--- config.mk ---
export PLATFORM = sky130hd
export DESIGN_NAME = square_row_overlay
export DESIGN_NICKNAME = d
export VERILOG_FILES = /design/src/rtl/square_row_pkg.sv /design/src/rtl/square_row_hit.sv /design/src/rtl/square_row_overlay.sv
export SDC_FILE = /design/constraint.sdc
export NUM_CORES = 1
export LEC_CHECK = 0
export CORE_ASPECT_RATIO = 1.1
export CORE_MARGIN = 4
export CORE_UTILIZATION = 50
export DETAILED_ROUTE_END_ITERATION = 6
export PLACE_DENSITY_LB_ADDON = 0.12
export SLEW_MARGIN = 20
export SYNTH_ARGS = -nofsm -noshare
export SYNTH_HDL_FRONTEND = slang
export SYNTH_SLANG_ARGS = --single-unit
--- constraint.sdc ---
create_clock -name clk -period 3.1 [get_ports clk]
set_input_delay 0.62 -clock clk [delete_from_list [all_inputs] [get_ports clk]]
set_output_delay 0.62 -clock clk [all_outputs]
set_load 0.02 [all_outputs]
--- src/rtl/square_row_pkg.sv ---
`default_nettype none
// ============================================================================
//  Module      : square_row_pkg
//  Description : Shared geometry defaults and width helpers for the square
//                row overlay (coordinate width, default row placement).
//  Revision    : 1.0  initial release
// ============================================================================
package square_row_pkg;

   localparam int COORD_W = 10;

   localparam int DEF_N  = 3;
   localparam int DEF_X0 = 161;
   localparam int DEF_Y0 = 415;
   localparam int DEF_SQ = 32;

   // Index width that never collapses to zero bits (N=1 still needs a port).
   function automatic int idx_w(input int n);
      return (n > 1) ? $clog2(n) : 1;
   endfunction

endpackage
`default_nettype wire

--- src/rtl/square_row_hit.sv ---
`default_nettype none
// ============================================================================
//  Module      : square_row_hit
//  Description : Two-stage geometry pipeline. Stage 1 registers the offsets
//                from the row origin and a range flag; stage 2 resolves the
//                square index by comparing against square starts (no divide)
//                and registers there/select/local offsets.
//  Revision    : 1.0  initial release
// ============================================================================
module square_row_hit
   import square_row_pkg::*;
#(
   parameter int N   = DEF_N,
   parameter int X0  = DEF_X0,
   parameter int Y0  = DEF_Y0,
   parameter int SQ  = DEF_SQ,
   parameter int GAP = 0
)(
   input  logic                    clk,
   input  logic                    rst_n,
   input  logic [COORD_W-1:0]      frame_x,
   input  logic [COORD_W-1:0]      frame_y,
   output logic                    there,
   output logic [idx_w(N)-1:0]     select,
   output logic [$clog2(SQ)-1:0]   local_x,
   output logic [$clog2(SQ)-1:0]   local_y
);

   localparam int IW    = idx_w(N);
   localparam int LW    = $clog2(SQ);
   localparam int EW    = COORD_W + 2;
   localparam int PITCH = SQ + GAP;
   localparam int SPAN  = N * SQ + (N - 1) * GAP;

   localparam logic [EW-1:0] X_LO   = EW'(X0);
   localparam logic [EW-1:0] X_HI   = EW'(X0 + SPAN);
   localparam logic [EW-1:0] Y_LO   = EW'(Y0);
   localparam logic [EW-1:0] Y_HI   = EW'(Y0 + SQ);
   localparam logic [EW-1:0] SQ_LIM = EW'(SQ);

   logic [EW-1:0] fx;
   logic [EW-1:0] fy;
   logic          in_range;

   logic          s1_valid;
   logic [EW-1:0] s1_dx;
   logic [LW-1:0] s1_dy;

   logic          hit;
   logic [IW-1:0] hit_idx;
   logic [EW-1:0] start;
   logic [EW-1:0] offset;

   // Widen by two bits so X0+SPAN / Y0+SQ never wrap in the compares.
   assign fx       = {2'b00, frame_x};
   assign fy       = {2'b00, frame_y};
   assign in_range = (fx >= X_LO) && (fx < X_HI) && (fy >= Y_LO) && (fy < Y_HI);

   // Stage 1: offsets from the row origin, zeroed outside the row bounding box.
   always_ff @(posedge clk or negedge rst_n) begin
      if (!rst_n) begin
         s1_valid <= 1'b0;
         s1_dx    <= '0;
         s1_dy    <= '0;
      end else begin
         s1_valid <= in_range;
         s1_dx    <= in_range ? (fx - X_LO) : '0;
         s1_dy    <= in_range ? LW'(fy - Y_LO) : '0;
      end
   end

   // Pick the last square whose start is at or below dx; a remainder >= SQ is a gap.
   always_comb begin
      hit_idx = '0;
      start   = '0;
      for (int k = 1; k < N; k++) begin
         if (s1_dx >= EW'(k * PITCH)) begin
            hit_idx = IW'(k);
            start   = EW'(k * PITCH);
         end
      end
      offset = s1_dx - start;
      hit    = s1_valid && (offset < SQ_LIM);
   end

   // Stage 2: register the hit; non-hit pixels force index and offsets to zero.
   always_ff @(posedge clk or negedge rst_n) begin
      if (!rst_n) begin
         there   <= 1'b0;
         select  <= '0;
         local_x <= '0;
         local_y <= '0;
      end else begin
         there   <= hit;
         select  <= hit ? hit_idx : '0;
         local_x <= hit ? LW'(offset) : '0;
         local_y <= hit ? s1_dy : '0;
      end
   end

endmodule
`default_nettype wire

--- src/rtl/square_row_overlay.sv ---
`default_nettype none
// ============================================================================
//  Module      : square_row_overlay
//  Description : Row of N squares with hit/index/offset reporting, a button
//                driven selection cursor, a frame-synchronous blinking
//                highlight of the cursor square and a confirm strobe.
//  Revision    : 1.0  initial release
// ============================================================================
module square_row_overlay
   import square_row_pkg::*;
#(
   parameter int N     = DEF_N,
   parameter int X0    = DEF_X0,
   parameter int Y0    = DEF_Y0,
   parameter int SQ    = DEF_SQ,
   parameter int GAP   = 0,
   parameter int WRAP  = 1,
   parameter int BLINK = 16
)(
   input  logic                    clk,
   input  logic                    rst_n,
   input  logic [COORD_W-1:0]      frame_x,
   input  logic [COORD_W-1:0]      frame_y,
   input  logic                    move_left,
   input  logic                    move_right,
   input  logic                    confirm,
   output logic                    sq_there,
   output logic [idx_w(N)-1:0]     sq_select,
   output logic [$clog2(SQ)-1:0]   sq_local_x,
   output logic [$clog2(SQ)-1:0]   sq_local_y,
   output logic                    sq_highlight,
   output logic [idx_w(N)-1:0]     cursor_idx,
   output logic                    confirm_valid,
   output logic [idx_w(N)-1:0]     confirm_idx
);

   localparam int IW = idx_w(N);
   localparam int CW = (BLINK > 1) ? $clog2(BLINK) : 1;

   localparam logic [IW-1:0] IDX_ONE  = IW'(1);
   localparam logic [IW-1:0] IDX_LAST = IW'(N - 1);
   localparam logic [CW-1:0] CNT_ONE  = CW'(1);
   localparam logic [CW-1:0] CNT_LAST = CW'(BLINK - 1);

   logic [IW-1:0] cursor_nxt;
   logic          move_ok;
   logic [IW-1:0] disp_cursor;
   logic          at_origin;
   logic          origin_prev;
   logic          frame_start;
   logic [CW-1:0] frame_cnt;
   logic          blink_on;

   square_row_hit #(
      .N   (N),
      .X0  (X0),
      .Y0  (Y0),
      .SQ  (SQ),
      .GAP (GAP)
   ) u_hit (
      .clk     (clk),
      .rst_n   (rst_n),
      .frame_x (frame_x),
      .frame_y (frame_y),
      .there   (sq_there),
      .select  (sq_select),
      .local_x (sq_local_x),
      .local_y (sq_local_y)
   );

   // Cursor step: a lone direction pulse moves; a saturated no-op is not accepted.
   always_comb begin
      cursor_nxt = cursor_idx;
      move_ok    = 1'b0;
      if (N > 1) begin
         if (move_right && !move_left) begin
            if (cursor_idx != IDX_LAST) begin
               cursor_nxt = cursor_idx + IDX_ONE;
               move_ok    = 1'b1;
            end else if (WRAP != 0) begin
               cursor_nxt = '0;
               move_ok    = 1'b1;
            end
         end else if (move_left && !move_right) begin
            if (cursor_idx != '0) begin
               cursor_nxt = cursor_idx - IDX_ONE;
               move_ok    = 1'b1;
            end else if (WRAP != 0) begin
               cursor_nxt = IDX_LAST;
               move_ok    = 1'b1;
            end
         end
      end
   end

   assign at_origin   = (frame_x == '0) && (frame_y == '0);
   assign frame_start = at_origin && !origin_prev;

   // Cursor, frame-start edge detect, displayed cursor and blink phase.
   always_ff @(posedge clk or negedge rst_n) begin
      if (!rst_n) begin
         cursor_idx  <= '0;
         disp_cursor <= '0;
         origin_prev <= 1'b0;
         frame_cnt   <= '0;
         blink_on    <= 1'b1;
      end else begin
         cursor_idx  <= cursor_nxt;
         origin_prev <= at_origin;
         if (frame_start) begin
            disp_cursor <= cursor_idx;
         end
         if (move_ok) begin
            frame_cnt <= '0;
            blink_on  <= 1'b1;
         end else if (frame_start) begin
            if (frame_cnt == CNT_LAST) begin
               frame_cnt <= '0;
               blink_on  <= ~blink_on;
            end else begin
               frame_cnt <= frame_cnt + CNT_ONE;
            end
         end
      end
   end

   // Confirm strobe one cycle later, capturing the cursor before any same-cycle move.
   always_ff @(posedge clk or negedge rst_n) begin
      if (!rst_n) begin
         confirm_valid <= 1'b0;
         confirm_idx   <= '0;
      end else begin
         confirm_valid <= confirm;
         if (confirm) begin
            confirm_idx <= cursor_idx;
         end
      end
   end

   // Highlight uses stage-2 geometry with the frame-stable displayed cursor.
   assign sq_highlight = sq_there && (sq_select == disp_cursor) && blink_on;

endmodule
`default_nettype wire

==> impl_metrics.toml, run 1 <==
[floorplanning]
io-pin-count = 44
fp.dieArea_um2 = 5287
dieWidth_um = 69.69
core_area_um2 = 3994
fp-row-count = 24
fp.dieH_um = 75.86
initial_core_util = 0.5241

[pwr]
power.density_nw_per_um2 = 473.7
max-vdd-ir-drop_uv = 331.6
total_power_mw = 1.283
p_leak_nw = 1.184

[timing]
post-route-min-period_ns = 2.628
clock_skew_ns = 0.002965
rsz0062_at_grt = "false"
setup_viol = 0
finalSetupTns_ns = 0
hold_viol_final = 0
relSlewSlack = 0.4219
worst_pin_slew_ns = 0.8671
setup_ws_ns = 0.4716
max_freq_mhz = 380.5
period_share = 0.8479
slew_viol_final = 0

[detailed_routing]
drcViolationCount = 0
wl_um = 3797
wl_per_cell_um = 12.66
first_pass_iters = 4
viasPerCell = 5.277
ant_nets = 0
vias = 1583
first_iter_violations = 62

[clocking]
cts_sinks = 43
path_clk_slew_ns = 0.07
h-tree-depth = 2
cts_hold_buf = 0
cts_buffers = 5
cts-root-buf = "clkbuf_8"
cts_resized = 0
cts_tree = "built"
clk_latency_ns = 0.28
clock_path_buffers = 2
cts_setup_buffers = 0

[global_route]
grt_first_pass_wirelength_um = 6216
grt_usage = 0.1478
gr-total-overflow = 0
grt_pass1_vias = 1449
grt_antenna_before_repair = 0
grt_max_degree = 44

[critical_path]
crit_top_cell = "a21oi_1"
crit_fanout = 5
end_kind = "register"
worstSetupStartpoint = "frame_x[1]"
crit_slowest_cell = "or4b_2"
cp.arrival_ns = 2.83
path_cells = "clkdlybuf4s50_1 -> inv_1 -> ha_1 -> or4b_2 -> a21oi_1 -> mux2_2 -> a21oi_1"
reg2reg_from = "u_hit.s1_dx[10]"
cp_data_required_time_ns = 3.30
crit_type = "input port to register"
max_stage_delay_ns = 0.64
critPathLaunchType = "input port"

[yosys]
synth-seq-cells = 43
ys_seq_area_frac = 0.5146
synth_area_leader_cell = "dfrtp_1"
avgSynthCellArea_um2 = 10.63
synth-warning-count = 0
ys_types = 37
syn_inst = 197
synth_top_area_frac = 0.5021
synth_nets = 234
synth.area.top_cells = "dfrtp_1 50%, ha_1 6.6%, nor3_1 4.1%, nor3b_1 3.9%, mux2_2 2.7%"
syn_area_um2 = 2093

[flow_run]
cap_violations = 0

[placed_design]
port_buffers = 43
hpwl_um = 2934
post-place-ws_ns = 0.1765
place.gp.congestion = 0.9184

[final_layout]
utilization = 0.6783
diodes = 0
final_cell_mix = "42 x dfrtp_1, 42 x clkdlybuf4s50_1, 17 x nor3_1, 15 x nor2_1, 14 x inv_1"
syn_to_final_growth_pct = 29.41
drive_gt1_frac = 0.09274
fin_nets = 284

[status]
status = "complete, no violations"

[worst_hold_path]
hold_class = "input port to asynchronous set/reset pin"
-- cell type report --
cell class,count,area (um2)
Clock inverter,2,35.03
Timing Repair Buffer,47,455.4
Clock buffer,6,82.58
Tap cell,52,65.06
Inverter,14,52.55
Sequential cell,43,1077
Fill cell,320,1285
Multi-Input combinational cell,136,940.9
-- final timing paths --
check	endpoint	slack, ns	depth (start not counted)
worst min-delay path	u_hit.local_x[4]	0.45	1
worst min register to register	confirm_idx[1]	0.51	1
worst max-delay path	u_hit.s1_dx[8]	0.47	7
max in group asynchronous	u_hit.s1_dx[10]	2.11	1
min in group clk	confirm_idx[1]	0.51	1
worst max register to register	u_hit.select[0]	0.68	9
-- logic make-up after synthesis --
group / synth area share
simple gates: 0.2379
mux: 0.03168
xor+xnor: 0.03347
buf+inv: 0.03586
fa+ha+maj: 0.07531
compound gates: 0.07112
flops: 0.5146
-- cells in the mapped netlist --
cell type	number
dfrtp_1	42
nor3_1	17
nor2_1	15
inv_1	14
nand2_1	12
ha_1	11
nor3b_1	11
a21oi_1	9
mux2_2	5
o21ai_0	5
nand3_1	4
nand4_1	4
or4_1	4
xnor2_1	4
xor2_1	4
and3_1	3
clkbuf_1	3
nor4_1	3
a211oi_1	2
a31oi_1	2
and4_1	2
nand2b_1	2
nor4b_1	2
o31ai_1	2
o41ai_1	2
or3_1	2
a2111o_1	1
a21boi_0	1
buf_6	1
dfstp_2	1
fa_1	1
mux2i_1	1
nor2b_1	1
nor4b_4	1
or3_2	1
or3b_2	1
or4b_2	1
-- power by group --
part / internal, mW / switching, mW / total, mW
logic: 0.119 / 0.121 / 0.240
registers: 0.587 / 0.0230 / 0.610
clock network: 0.260 / 0.173 / 0.433
-- per-layer routing --
metal	wire, um	track usage
met3	235	0.03562
met5	0	0
met2	1716	0.2468
met1	1802	0.1917
met4	43	0.05319
-- per-stage QoR --
| step | cell area [um2] | instances | hold WS (ns) |
|---|---|---|---|
| after floorplan | 2093 | 197 | 0.3244 |
| after global routing | 2709 | 300 | 0.5176 |
| after CTS | 2709 | 300 | 0.4821 |
| final | 2709 | 300 | 0.4457 |
| after detailed placement | 2591 | 292 | 0.4941 |
| after global placement | 2591 | 292 | 0.4915 |
-- critical path: cells and delay by family --
family                   cells  cell delay [ns]
AND/OR/NAND/NOR              1             0.64
adder cells (fa/ha/maj)      1             0.22
buffers and inverters        2             0.58
multiplexers                 1             0.35
AO/OA/AOI/OAI                2             0.40
-- flip-flops by register name, summed over array words and instances, names as in the netlist --
name,count
u_hit.local_x,5
confirm_idx,2
blink_on,1
u_hit.s1_dx,11
origin_prev,1
u_hit.s1_dy,5
u_hit.there,1
confirm_valid,1
frame_cnt,4
disp_cursor,2
cursor_idx,2
u_hit.s1_valid,1
u_hit.local_y,5
u_hit.select,2
Power figures use the tool's default switching activity.
==> inputs of run 2 (changes only) <==
==> constraint.sdc (replaced) <==
create_clock -name clk -period 2.7 [get_ports clk]
set_input_delay 0.54 -clock clk [delete_from_list [all_inputs] [get_ports clk]]
set_output_delay 0.54 -clock clk [all_outputs]
set_load 0.02 [all_outputs]
==> run 2 against run 1 <==
Against the previous run:
- clock power grew 34%
- worst hold slack got worse by 0.078 ns
- first-iteration DRC count rose by 56%
- final cell count grew 3.7%
- global-route usage is 0.25 points higher
- routed wire length rose by 3.4%
- critical path type is now register to register
- sequential share of layout area fell by 1.6 points
- non-clock buffer count is 11 higher
- largest power group unchanged
- total power rose by 22%
- setup slack worse by 0.17 ns
==> impl_metrics.toml, run 2 (same netlist as run 1, synthesis figures left out) <==
[timing]
slew_viol_final = 0
setup_viol = 0
clock_skew_ns = 0.008738
rsz0062_at_grt = "false"
worst_pin_slew_ns = 0.8789
period_share = 0.8866
post-route-min-period_ns = 2.394
relSlewSlack = 0.4141
hold_viol_final = 0
max_freq_mhz = 417.7
finalSetupTns_ns = 0

[critical_path]
worstSetupStartpoint = "u_hit.s1_dx[10]"
crit_cells = 9
worst-r2r-setup-slack_ns = 0.31
crit_end = "u_hit.local_y[4]"
cp_data_required_time_ns = 2.87
crit_fanout = 11
crit_type = "register to register"
crit_top_cell = "nor2_1"
cp.arrival_ns = 2.56
end_kind = "register"
worst-path-buf-inv = 2
rr_worst_depth = 9
max_stage_delay_ns = 0.43
timing.rr.end = "u_hit.local_y[4]"
path_cells = "nor2_1 -> nor4b_1 -> inv_1 -> nor2_1 -> ha_1 -> fa_1 -> nand4_1 -> buf_4 -> nor3b_1"
critPathLaunchType = "register"
critPathTopFamily = "simple AND/OR/NAND/NOR gates"
crit_slowest_cell = "fa_1"
reg2reg_from = "u_hit.s1_dx[10]"

[clocking]
cts_sinks = 43
cts_hold_buf = 0
clk_latency_ns = 0.29
cts_setup_buffers = 0
cts_resized = 0
h-tree-depth = 2
cts_tree = "built"
clock_path_buffers = 2
path_clk_slew_ns = 0.08
cts_buffers = 5
cts-root-buf = "clkbuf_8"

[floorplanning]
dieWidth_um = 69.69
initial_core_util = 0.5241
io-pin-count = 44
fp-row-count = 24
fp.dieH_um = 75.86
fp.dieArea_um2 = 5287
core_area_um2 = 3994

[final_layout]
utilization = 0.7068
largest_reg_flops = 11
syn_to_final_growth_pct = 34.85
fill_cells = 314
top_register = "u_hit.s1_dx"
stdcell_area_um2 = 2823
final_cell_mix = "42 x dfrtp_1, 42 x clkdlybuf4s50_1, 17 x nor3_1, 15 x nor2_1"
diodes = 0
fin_nets = 295
drive_gt1_frac = 0.1313

[pwr]
p_int_mw = 1.186
total_power_mw = 1.565
p_leak_nw = 1.244
power.density_nw_per_um2 = 554.3
max-vdd-ir-drop_uv = 237.3
swShare = 0.2423
pwr-share-comb = 0.181
seq_power_share = 0.449
p_sw_mw = 0.3790
power.share.clock = 0.370

[worst_hold_path]
hold_class = "input port to asynchronous set/reset pin"

[detailed_routing]
vias = 1610
first_iter_violations = 97
first_pass_iters = 4
drcViolationCount = 0
wl_um = 3925
wl_per_cell_um = 12.62
viasPerCell = 5.177
ant_nets = 0

[placed_design]
hpwl_um = 2988
placement.cell_area_um2 = 2686
place.gp.congestion = 0.9874
port_buffers = 43

[flow_run]
cap_violations = 0

[global_route]
grt_max_degree = 44
grt_antenna_before_repair = 0
gr-total-overflow = 0
grt_pass1_vias = 1429
grt_usage = 0.1503
grt_first_pass_wirelength_um = 6147

[status]
status = "complete, no violations"
-- run 2: changes by cell type in the layout (fill, tap and decap cells not counted), sizes merged --
cell / delta
buf: +11
clkinvlp: +1
clkinv: -1
bufinv: +1
clkbuf: -1
-- run 2: per-layer routing --
metal | up-vias | track usage | share of wire | routed length, um
met5 | - | 0 | 0 | 0
met4 | 0 | 0.07021 | 0.018 | 70
met3 | 8 | 0.03034 | 0.052 | 204
met2 | 45 | 0.2532 | 0.46 | 1800
met1 | 729 | 0.1907 | 0.47 | 1850
li1 | 828 | - | - | -
-- run 2: power by group through the flow --
stage	Sequential [mW]	Clock [mW]	Combinational, mW
3_3_place_gp	0.714	0	0.282
3_5_place_dp	0.715	0	0.287
4_1_cts	0.702	0.589	0.288
6_report	0.702	0.579	0.283
5_1_grt	0.707	0.612	0.313
2_1_floorplan	0.745	0	0.100
-- run 2: final cells by class --
cell class              count  area, um2  share of cell area
clock buffers               5      68.82             0.02438
clock inverters             3      67.56             0.02394
inverters                  14      52.55             0.01862
multi-input cells         136      940.9              0.3333
flip-flops and latches     43       1077              0.3816
well taps                  52      65.06             0.02305
repair buffers             58      550.5              0.1950
-- run 2: metrics by stage --
| step | std cells | setup slack, ns | hold WS [ns] |
|---|---|---|---|
| 2_1_floorplan | 197 | 0.3027 | 0.2444 |
| 3_3_place_gp | 303 | 0.08273 | 0.4926 |
| 3_5_place_dp | 303 | 0.01506 | 0.4993 |
| 4_1_cts | 311 | 0.3226 | 0.3987 |
| 5_1_grt | 311 | 0.2240 | 0.4533 |
| 6_report | 311 | 0.3062 | 0.3682 |
-- run 2: how the worst min path moves through the flow --
| stage | end | cells after the start |
|---|---|---|
| 2_1_floorplan | confirm_idx[0] | 0 |
| 3_3_place_gp | confirm_idx[1] | 1 |
| 3_5_place_dp | confirm_idx[1] | 1 |
| 4_1_cts | u_hit.select[0] | 1 |
| 5_1_grt | u_hit.s1_dy[1] | 1 |
| 6_report | u_hit.select[0] | 1 |
